`src/rtl/nios2_oci_trace_pkg.sv`:
```
// rtl/nios2_oci_trace_pkg.sv - shared types and width helpers for the OCI trace capture path
package nios2_oci_trace_pkg;

    typedef enum logic [1:0] {
        RUN   = 2'd0,
        FLUSH = 2'd1,
        DRAIN = 2'd2,
        ENDED = 2'd3
    } trace_state_t;

    localparam int OVF_W = 16;

    // Width of a counter that must hold 0..frags_per_word inclusive.
    function automatic int cnt_width(input int frags_per_word);
        return $clog2(frags_per_word + 1);
    endfunction

    // Width of a level counter that must hold 0..depth inclusive.
    function automatic int lvl_width(input int depth);
        return $clog2(depth + 1);
    endfunction

endpackage

```
`src/rtl/nios2_oci_trace_fifo.sv`:
```
// rtl/nios2_oci_trace_fifo.sv - circular buffer with drop/overwrite full policy and overflow event
module nios2_oci_trace_fifo #(
    parameter int WIDTH = 32,
    parameter int DEPTH = 16,
    parameter int WRAP  = 0,
    localparam int LVL_W = $clog2(DEPTH + 1),
    localparam int PTR_W = $clog2(DEPTH)
) (
    input  logic             clk,
    input  logic             reset_n,
    input  logic             push,        // write push_data this cycle
    input  logic [WIDTH-1:0] push_data,
    input  logic             pop,         // consumer ready; ignored while empty
    output logic             head_valid,  // head_data holds the oldest entry
    output logic [WIDTH-1:0] head_data,
    output logic [LVL_W-1:0] level,       // occupied entries
    output logic             overflow     // a push hit a full buffer with no pop
);

    logic [WIDTH-1:0] mem [DEPTH];
    logic [PTR_W-1:0] wr_ptr;
    logic [PTR_W-1:0] rd_ptr;
    logic             full;
    logic             empty;
    logic             do_pop;
    logic             do_write;
    logic             overwrite;

    assign full       = (level == LVL_W'(DEPTH));
    assign empty      = (level == '0);
    assign do_pop     = pop && !empty;
    assign overflow   = push && full && !do_pop;
    // In overwrite mode a full buffer has wr_ptr == rd_ptr, so writing the
    // oldest slot and bumping both pointers replaces the oldest entry.
    assign overwrite  = overflow && (WRAP != 0);
    assign do_write   = push && (!overflow || overwrite);
    assign head_valid = !empty;
    assign head_data  = mem[rd_ptr];

    always_ff @(posedge clk or negedge reset_n) begin
        if (!reset_n) begin
            wr_ptr <= '0;
            rd_ptr <= '0;
            level  <= '0;
            for (int i = 0; i < DEPTH; i++) begin
                mem[i] <= '0;
            end
        end else begin
            if (do_write) begin
                mem[wr_ptr] <= push_data;
                wr_ptr      <= wr_ptr + 1'b1;
            end
            if (do_pop || overwrite) begin
                rd_ptr <= rd_ptr + 1'b1;
            end
            if (do_write && !do_pop && !overwrite) begin
                level <= level + 1'b1;
            end else if (do_pop && !do_write) begin
                level <= level - 1'b1;
            end
        end
    end

endmodule

```
`src/rtl/nios2_oci_trace_capture.sv`:
```
// rtl/nios2_oci_trace_capture.sv - trace fragment packer, queue and end-of-test flush/drain control
module nios2_oci_trace_capture
    import nios2_oci_trace_pkg::*;
#(
    parameter int FRAG_W         = 10,
    parameter int FRAGS_PER_WORD = 3,
    parameter int DEPTH          = 16,
    parameter int WRAP           = 0,
    localparam int WORD_W = FRAGS_PER_WORD * FRAG_W,
    localparam int CNT_W  = cnt_width(FRAGS_PER_WORD),
    localparam int LVL_W  = lvl_width(DEPTH)
) (
    input  logic              clk,
    input  logic              reset_n,
    input  logic              frag_valid,     // one fragment per cycle
    input  logic [FRAG_W-1:0] frag_data,
    input  logic              test_ending,    // end-of-test request
    input  logic              rd_ready,       // consumer takes rd_data
    output logic              rd_valid,       // queue head valid
    output logic [WORD_W-1:0] rd_data,        // queue head word
    output logic [CNT_W-1:0]  rd_count,       // fragments valid in rd_data
    output logic [WORD_W-1:0] dct_buffer,     // partial packer contents
    output logic [CNT_W-1:0]  dct_count,      // fragments held in packer
    output logic [LVL_W-1:0]  fifo_level,     // occupied queue entries
    output logic [OVF_W-1:0]  overflow_cnt,   // lost/overwritten words, saturating
    output logic              test_has_ended  // flush and drain complete
);

    trace_state_t              state;
    logic [WORD_W-1:0]         pack_buf;
    logic [CNT_W-1:0]          pack_cnt;
    logic [WORD_W-1:0]         merged;
    logic                      take_frag;
    logic                      word_done;
    logic                      flush_push;
    logic                      push;
    logic [CNT_W+WORD_W-1:0]   push_entry;
    logic [CNT_W+WORD_W-1:0]   head_entry;
    logic                      overflow_evt;

    assign take_frag  = (state == RUN) && frag_valid;
    assign merged     = pack_buf | (WORD_W'(frag_data) << (int'(pack_cnt) * FRAG_W));
    assign word_done  = take_frag && (pack_cnt == CNT_W'(FRAGS_PER_WORD - 1));
    assign flush_push = (state == FLUSH) && (pack_cnt != '0);
    assign push       = word_done || flush_push;
    // A completing fragment and a flush can never coincide: flush only runs
    // outside RUN, where fragments are ignored.
    assign push_entry = word_done ? {CNT_W'(FRAGS_PER_WORD), merged}
                                  : {pack_cnt, pack_buf};

    nios2_oci_trace_fifo #(
        .WIDTH (CNT_W + WORD_W),
        .DEPTH (DEPTH),
        .WRAP  (WRAP)
    ) u_fifo (
        .clk        (clk),
        .reset_n    (reset_n),
        .push       (push),
        .push_data  (push_entry),
        .pop        (rd_ready),
        .head_valid (rd_valid),
        .head_data  (head_entry),
        .level      (fifo_level),
        .overflow   (overflow_evt)
    );

    assign rd_data    = head_entry[WORD_W-1:0];
    assign rd_count   = head_entry[CNT_W+WORD_W-1:WORD_W];
    assign dct_buffer = pack_buf;
    assign dct_count  = pack_cnt;

    always_ff @(posedge clk or negedge reset_n) begin
        if (!reset_n) begin
            state          <= RUN;
            pack_buf       <= '0;
            pack_cnt       <= '0;
            overflow_cnt   <= '0;
            test_has_ended <= 1'b0;
        end else begin
            if (take_frag) begin
                if (word_done) begin
                    pack_buf <= '0;
                    pack_cnt <= '0;
                end else begin
                    pack_buf <= merged;
                    pack_cnt <= pack_cnt + 1'b1;
                end
            end else if (flush_push) begin
                pack_buf <= '0;
                pack_cnt <= '0;
            end

            if (overflow_evt && (overflow_cnt != '1)) begin
                overflow_cnt <= overflow_cnt + 1'b1;
            end

            case (state)
                RUN: begin
                    if (test_ending) begin
                        state <= FLUSH;
                    end
                end
                FLUSH: begin
                    state <= DRAIN;
                end
                DRAIN: begin
                    if (fifo_level == '0) begin
                        state          <= ENDED;
                        test_has_ended <= 1'b1;
                    end
                end
                ENDED: begin
                    test_has_ended <= 1'b1;
                end
                default: begin
                    state <= RUN;
                end
            endcase
        end
    end

endmodule
```
`config.mk`:
```
export PLATFORM = sky130hd
export DESIGN_NAME = nios2_oci_trace_capture
export DESIGN_NICKNAME = d
export VERILOG_FILES = /design/src/rtl/nios2_oci_trace_pkg.sv /design/src/rtl/nios2_oci_trace_fifo.sv /design/src/rtl/nios2_oci_trace_capture.sv
export SDC_FILE = /design/constraint.sdc
export NUM_CORES = 1
export LEC_CHECK = 0
export BUFFER_PORTS_ARGS = -buffer_cell sky130_fd_sc_hd__buf_2
export CORE_ASPECT_RATIO = 0.6
export CORE_MARGIN = 3
export CORE_UTILIZATION = 25
export CTS_BUF_LIST = sky130_fd_sc_hd__clkbuf_16
export DETAILED_ROUTE_END_ITERATION = 10
export HOLD_SLACK_MARGIN = 0.02
export MAX_ROUTING_LAYER = met4
export PLACE_DENSITY = 0.42
export SKIP_LAST_GASP = 1
export SLEW_MARGIN = 20
export SYNTH_ARGS = -nofsm -noshare
export SYNTH_HDL_FRONTEND = slang
export SYNTH_SLANG_ARGS = --single-unit
```
`constraint.sdc`:
```
create_clock -name clk -period 3.2 [get_ports clk]
set_clock_uncertainty 0.2 [all_clocks]
set_input_delay 0.64 -clock clk [delete_from_list [all_inputs] [get_ports clk]]
set_output_delay 0.64 -clock clk [all_outputs]
set_load 0.01 [all_outputs]
```
Word level (Yosys, flattened, before mapping)
Cells that the tools add are included.
{ "totals": {"regBits": 576, "inputBits": 15, "out_inout_bits": 87, "elab_cells": 91} }
{ "classes": {"n_addsub": 6, "n_mul": 1, "order_cmp": 3, "n_eq_ne": 8, "shifts": 1, "muxes": 20, "bitwise_logic": 3, "n_reduce_logical": 25} }
{ "ops": {"columns": ["op", "count"], "rows": [
  ["$bwmux W512", 1],
  ["$bmux W32 S4", 1],
  ["$demux W32 S4", 1],
  ["$mux W32", 4],
  ["$mux W30", 3],
  ["$or A30 B30 Y30", 1],
  ["$shl A10 B6 Y30", 1],
  ["$add A16 B1 Y16 const B", 1],
  ["$ne A16 B16 Y1 const B", 1],
  ["$logic_and A1 B1 Y1", 11],
  ["$ge A5 B5 Y1 const B", 2],
  ["$mux W2", 5],
  ["$mux W5", 2],
  ["$not A4 Y5", 2],
  ["$add A4 B1 Y4 const B", 2],
  ["$reduce_bool A2 Y1", 4],
  ["$eq A2 B2 Y1 const B", 3],
  ["$pmux W2 S3", 1],
  ["$add A5 B1 Y5 const B", 1],
  ["$eq A5 B5 Y1 const B", 1],
  ["$logic_not A5 Y1", 1],
  ["$lt A5 B1 Y1 const B", 1],
  ["$mul A2 B3 Y5 const B", 1],
  ["$sub A5 B1 Y5 const B", 1],
  ["other kinds (12)", 15]
]} }

Longest topological paths before layout
{ "depth": {"ltp_word": 12, "mapped_depth": 14, "depth_no_buf": 12} }

By module
From an unflattened synthesis, not the netlist that was laid out.
{ "hier_totals": {"hier_cells": 1705, "area_unflattened_um2": 26187.6} }
{ "modules_own_cells": {"columns": ["mod", "n_inst", "cells_per_inst", "area_each_um2", "seq_area_each_um2"], "rows": [
  ["nios2_oci_trace_fifo", 1, 1483, 23916.7, 13137.6],
  ["nios2_oci_trace_capture", 1, 222, 2270.9, 1276.2]
]} }

Worst setup path after synthesis
Ideal clock, no wire load.
{ "synth_timing": {"kind": "reg-to-reg", "startpoint": "register state[0]", "endpoint": "register u_fifo.level[4]", "setup_time_ps": 80, "arrival_time_ps": 2992, "required_ps": 2920, "path_slack_ps": -72, "path_stages_with_launch": 15, "path_buffers": 2, "synth_period_minus_slack_ps": 3272, "cell_sequence": "dfrtp_1 inv_1 ha_1 a21oi_1 or2_0 buf_2 buf_4 nor2_1 ha_1 inv_1 ha_1 a21o_1 a21oi_1 mux2i_1 xnor2_1"} }
{ "synth_via": {"elab_chain_cells": 11, "word_cells_on_any_way": 15, "cone_classes": "1 x eq/ne; 1 x mux; 13 x reduce/logical"} }
{ "synth_rtl": {"columns": ["element", "line", "rtl"], "rows": [
  ["start, declared", "nios2_oci_trace_capture.sv:29", "trace_state_t state;"],
  ["start signal, assigned", "nios2_oci_trace_capture.sv:74", "state <= RUN;"],
  ["start signal, assigned", "nios2_oci_trace_capture.sv:100", "state <= FLUSH;"],
  ["start signal, assigned", "nios2_oci_trace_capture.sv:104", "state <= DRAIN;"],
  ["$logic_not A2 Y1", "nios2_oci_trace_capture.sv:41", "assign take_frag = (state == RUN) && frag_valid;"],
  ["$logic_and A1 B1 Y1", "nios2_oci_trace_capture.sv:41", null],
  ["$logic_and A1 B1 Y1", "nios2_oci_trace_capture.sv:43", "assign word_done = take_frag && (pack_cnt == CNT_W'(FRAGS_PER_WORD - 1));"],
  ["$logic_or A1 B1 Y1 *", "nios2_oci_trace_capture.sv:45", "assign push = word_done || flush_push;"],
  ["$logic_and A1 B1 Y1 (2 in series)", "nios2_oci_trace_fifo.sv:32", "assign overflow = push && full && !do_pop;"],
  ["$logic_not A1 Y1", "nios2_oci_trace_fifo.sv:36", "assign do_write = push && (!overflow || overwrite);"],
  ["$logic_and A1 B1 Y1 *", "nios2_oci_trace_fifo.sv:36", null],
  ["named net u_fifo.do_write", "nios2_oci_trace_fifo.sv:26", "logic do_write;"],
  ["$logic_not A1 Y1", "nios2_oci_trace_fifo.sv:58", "end else if (do_pop && !do_write) begin"],
  ["$logic_and A1 B1 Y1", "nios2_oci_trace_fifo.sv:58", null],
  ["$reduce_bool A2 Y1 (no line)", null, null],
  ["end signal, assigned", "nios2_oci_trace_fifo.sv:57", "level <= level + 1'b1;"],
  ["end signal, assigned", "nios2_oci_trace_fifo.sv:59", "level <= level - 1'b1;"],
  ["end, declared", "nios2_oci_trace_fifo.sv:16", "output logic [LVL_W-1:0] level,"]
]} }
Mark *: on every way through the listed nets, which the timed path passes. The rest lies on a longest branch.
A chain may end at the register's enable or synchronous reset.

Worst setup path in the final report
{ "layout_timing": {"startpoint": "register u_fifo.rd_ptr[0]", "endpoint": "output rd_data[21]"} }
{ "layout_via": {"elab_chain_cells": 4} }
{ "layout_rtl": {"columns": ["element", "line", "rtl"], "rows": [
  ["start, declared", "nios2_oci_trace_fifo.sv:22", "logic [PTR_W-1:0] rd_ptr;"],
  ["start signal, assigned", "nios2_oci_trace_fifo.sv:54", "rd_ptr <= rd_ptr + 1'b1;"],
  ["$not A4 Y5 (not written as such)", "nios2_oci_trace_fifo.sv:38", "assign head_data = mem[rd_ptr];"],
  ["$bmux W32 S4", "nios2_oci_trace_fifo.sv:38", null],
  ["$mux W32 (not written as such) (2 in series)", "nios2_oci_trace_fifo.sv:38", null],
  ["end, declared", "nios2_oci_trace_capture.sv:20", "output logic [WORD_W-1:0] rd_data,"]
]} }
Every way passes these cells. The select of a mux whose other input is x is not followed.

==> flow_summary_export.csv <==
group,metric,value,unit
synth,synth.most_common_cell,"dfrtp_1",
global_routing,grt-ovfl-total,0,
sta,hold_viol_final,0,
synth,synthMuxAreaShare,33.55,%
synth,synth-simple-area-share,3.648,%
clocking,cts_buffers,58,
final_layout,nFillCells,10090,
synth,yosysTopAreaCellShare,55.44,%
synth,ys.flop_type,"dfrtp_1",
clocking,cts.clk_slew.worst_paths,60,ps
sta,drv_slew,0,
global_routing,grt_usage,14.97,%
synth,synth_area_leader_cell,"dfrtp_1",
sta,fin_tns_setup,-4328,ps
place,numPlacedInstances,3142,
global_routing,grt_pass1_vias,16290,
sta,fin_ws,-260.2,ps
detailed_routing,drt-wirelength-per-cell,23.99,um
final_layout,instances_no_fill,3278,
synth,synth-edff-count,0,
detailed_routing,totalWireLength,78640,um
synth,synth_area,26000,um2
final_layout,area_delta_synth_final,22.06,%
detailed_routing,first_pass_iters,5,
sta,relSlewSlack,50.46,%
critical_path,worstPathRequired,2360,ps
sta,fmax,0.2890,GHz
floorplan,die_w,422.3,um
power_and_ir_drop,power,14050,uW
floorplan,start_util,25.54,%
flow_run,cap_violations,0,
clocking,cts.sinks,576,
synth,synth_xor_area_share,0.8422,%
run_status,violations,"negative setup slack",
synth,synth_cells,1681,
synth,synth_compound_area_share,2.897,%
floorplan,fp.dieH,255.8,um
critical_path,critPathLaunchType,"flip-flop",
run_status,status,"complete, but fails checks",
critical_path,crit_fanout,5,
clocking,insertion_delay,630,ps
critical_path,worstSetupPathType,"reg -> out",
final_layout,post-route-cell-area,31730,um2
power_and_ir_drop,power_leakage,0.01495,uW
synth,synth.ff_latch_count,576,
synth,synth_common_cells,"dfrtp_1, mux2_2, mux4_2, clkbuf_1, a22oi_1",
detailed_routing,viasPerCell,4.657,
power_and_ir_drop,p_per_area,442.8,nW/um2
power_and_ir_drop,ir_worst_vdd,0.3639,mV
detailed_routing,antenna_left,0,
synth,ys.warnings.count,0,
synth,yosysUniqueCellTypes,50,
final_layout,layout-drive-gt1-share,53.72,%
clocking,htreeDepth,2,
synth,async_flop_share,100.0,%
critical_path,reg2reg_depth,9,
critical_path,crit_arrival,2620,ps
place,placed_area,29010,um2
final_layout,layout.nets,1886,
global_routing,grt_pass1_wl,117800,um
place,numPortBuffers,101,
detailed_routing,route.detailed.drc,0,
sta,finalCritPeriodShare,108.1,%
sta,rsz0062_at_grt,"yes",
floorplan,io_pins,102,
critical_path,endpoint_kind,"primary output",
floorplan,fp.coreArea,101800,um2
synth,synth_nets,1712,
place,hpwl,51140,um
global_routing,grt_antenna_before_repair,1,
sta,setup_viol,31,
sta,period_minus_slack,3460,ps
synth,synthTopCellsByArea,"dfrtp_1, mux2_2, mux4_2, mux2_1, a22oi_1",
detailed_routing,via_count,15270,
clocking,clockBufferDepth,3,
hold_path,hold_depth,3,
global_routing,grt_max_degree,88,
place,gp_congestion,0.7573,
synth,synthAdderAreaFrac,0.7989,%
clocking,cts-root-buf,"clkbuf_16",
floorplan,placementRows,90,
final_layout,postLayoutCoreUtil,31.17,%
hold_path,hp-class,"in -> reg",
synth,synth_top_family_by_area,"multiplexers",
synth,yosysSeqAreaShare,55.44,%
synth,synth.avg_cell_area,15.47,um2
clocking,cts_tree,"done",
floorplan,die-area,108000,um2
detailed_routing,initialDrtViolationCount,992,
sta,tightest_slew,736.3,ps
==> timing repair <==
| item | CTS | global route |
|---|---|---|
| cloned | 5 | 0 |
| hold buffers | 1 | 0 |
| pin swaps | 43 | 25 |
| hold endpoints to repair | 47 | 0 |
| buffers inserted | 25 | 7 |
| gates resized for setup | 87 | 41 |
| endpoints found under the setup margin | 33 | 33 |
==> power breakdown <==
group / switching [uW] / internal [uW]
Sequential: 0 / 7280
Combinational: 176 / 28.6
Clock: 2980 / 3580
==> final timing paths <==
path	startpoint	endpoint	slack, ps
setup / recovery	u_fifo.rd_ptr[0]$_DFFE_PN0P_	rd_data[21]	-260
hold / removal	rd_ready	u_fifo.rd_ptr[2]$_DFFE_PN0P_	130
setup reg to reg	u_fifo.level[3]$_DFFE_PN0P_	u_fifo.level[4]$_DFFE_PN0P_	160
hold reg to reg	u_fifo.mem[51]$_DFFE_PN0P_	u_fifo.mem[51]$_DFFE_PN0P_	280
max in group asynchronous	reset_n	u_fifo.mem[337]$_DFFE_PN0P_	1470
min in group asynchronous	reset_n	u_fifo.mem[326]$_DFFE_PN0P_	390
==> stage by stage <==
step | worst slack [ps] | hold WS (ps)
after global placement | -28.36 | 262.2
final | -260.2 | 129.9
after floorplan | 36.35 | 144.4
after CTS | -316.2 | 81.01
after global routing | -313.7 | 99.37
after detailed placement | 12.14 | 270.7
==> metal layers <==
metal	track usage [%]	vias up	routed length (um)
met5	-	-	0
met4	2.556	0	1074
met3	1.923	80	2470
met2	21.80	241	34500
met1	22.42	8334	40600
li1	-	6612	-
==> layout by cell type (no fill, tap or decap), types with 4 or more instances in the layout <==
cell type	n
a21o_1	14
a21oi_1	23
a22oi_1	13
a22oi_2	51
buf_12	46
buf_16	5
buf_2	86
buf_4	87
buf_6	21
buf_8	7
bufinv_16	4
clkbuf_16	58
clkinv_1	16
clkinv_2	9
dfrtp_1	574
ha_1	14
inv_1	19
mux2_1	51
mux2_2	465
mux4_2	128
nand2_1	35
nand2_2	13
nand3_1	17
nand4_1	6
nand4_4	4
nand4b_1	4
nor2_1	28
nor2b_1	12
nor3_4	12
xnor2_1	20
xor2_1	5
==> kinds of logic (layout without fill, tap and decap cells) <==
family | after synthesis | count (layout)
AOI/OAI and AO/OA | 109 | 109
xor gates and xnor gates | 25 | 25
adders and majority gates | 16 | 16
buffers and inverters | 147 | 363
DFF | 576 | 576
muxes | 647 | 647
other | 0 | 1
and+or+nand+nor | 161 | 161
==> sequential cells by signal (all words and copies together) (netlist names) <==
signal and flops:
dct_buffer 30, dct_count 2, overflow_cnt 16, state 2, test_has_ended 1, u_fifo.level 5, u_fifo.mem 512, u_fifo.rd_ptr 4
u_fifo.wr_ptr 4
==> critical path, stage by stage, from the launching register on <==
cell     delay [ps]
dfrtp_4         520
buf_12          150
buf_16          150
buf_8           130
mux4_2          420
a22oi_2         360
nand2_2         120
buf_6           140
==> cell type report <==
type	count	area, um2	share of cell area (%)
Multi-Input combinational cell	958	11280	35.53
Tap cell	1380	1727	5.441
Clock buffer	58	1451	4.574
Timing Repair Buffer	254	2526	7.961
Clock inverter	44	302.8	0.9542
Sequential cell	576	14420	45.45
Inverter	7	26.28	0.08280
Antenna cell	1	2.502	0.007886
Note: power is estimated with default switching activity, not from simulation.
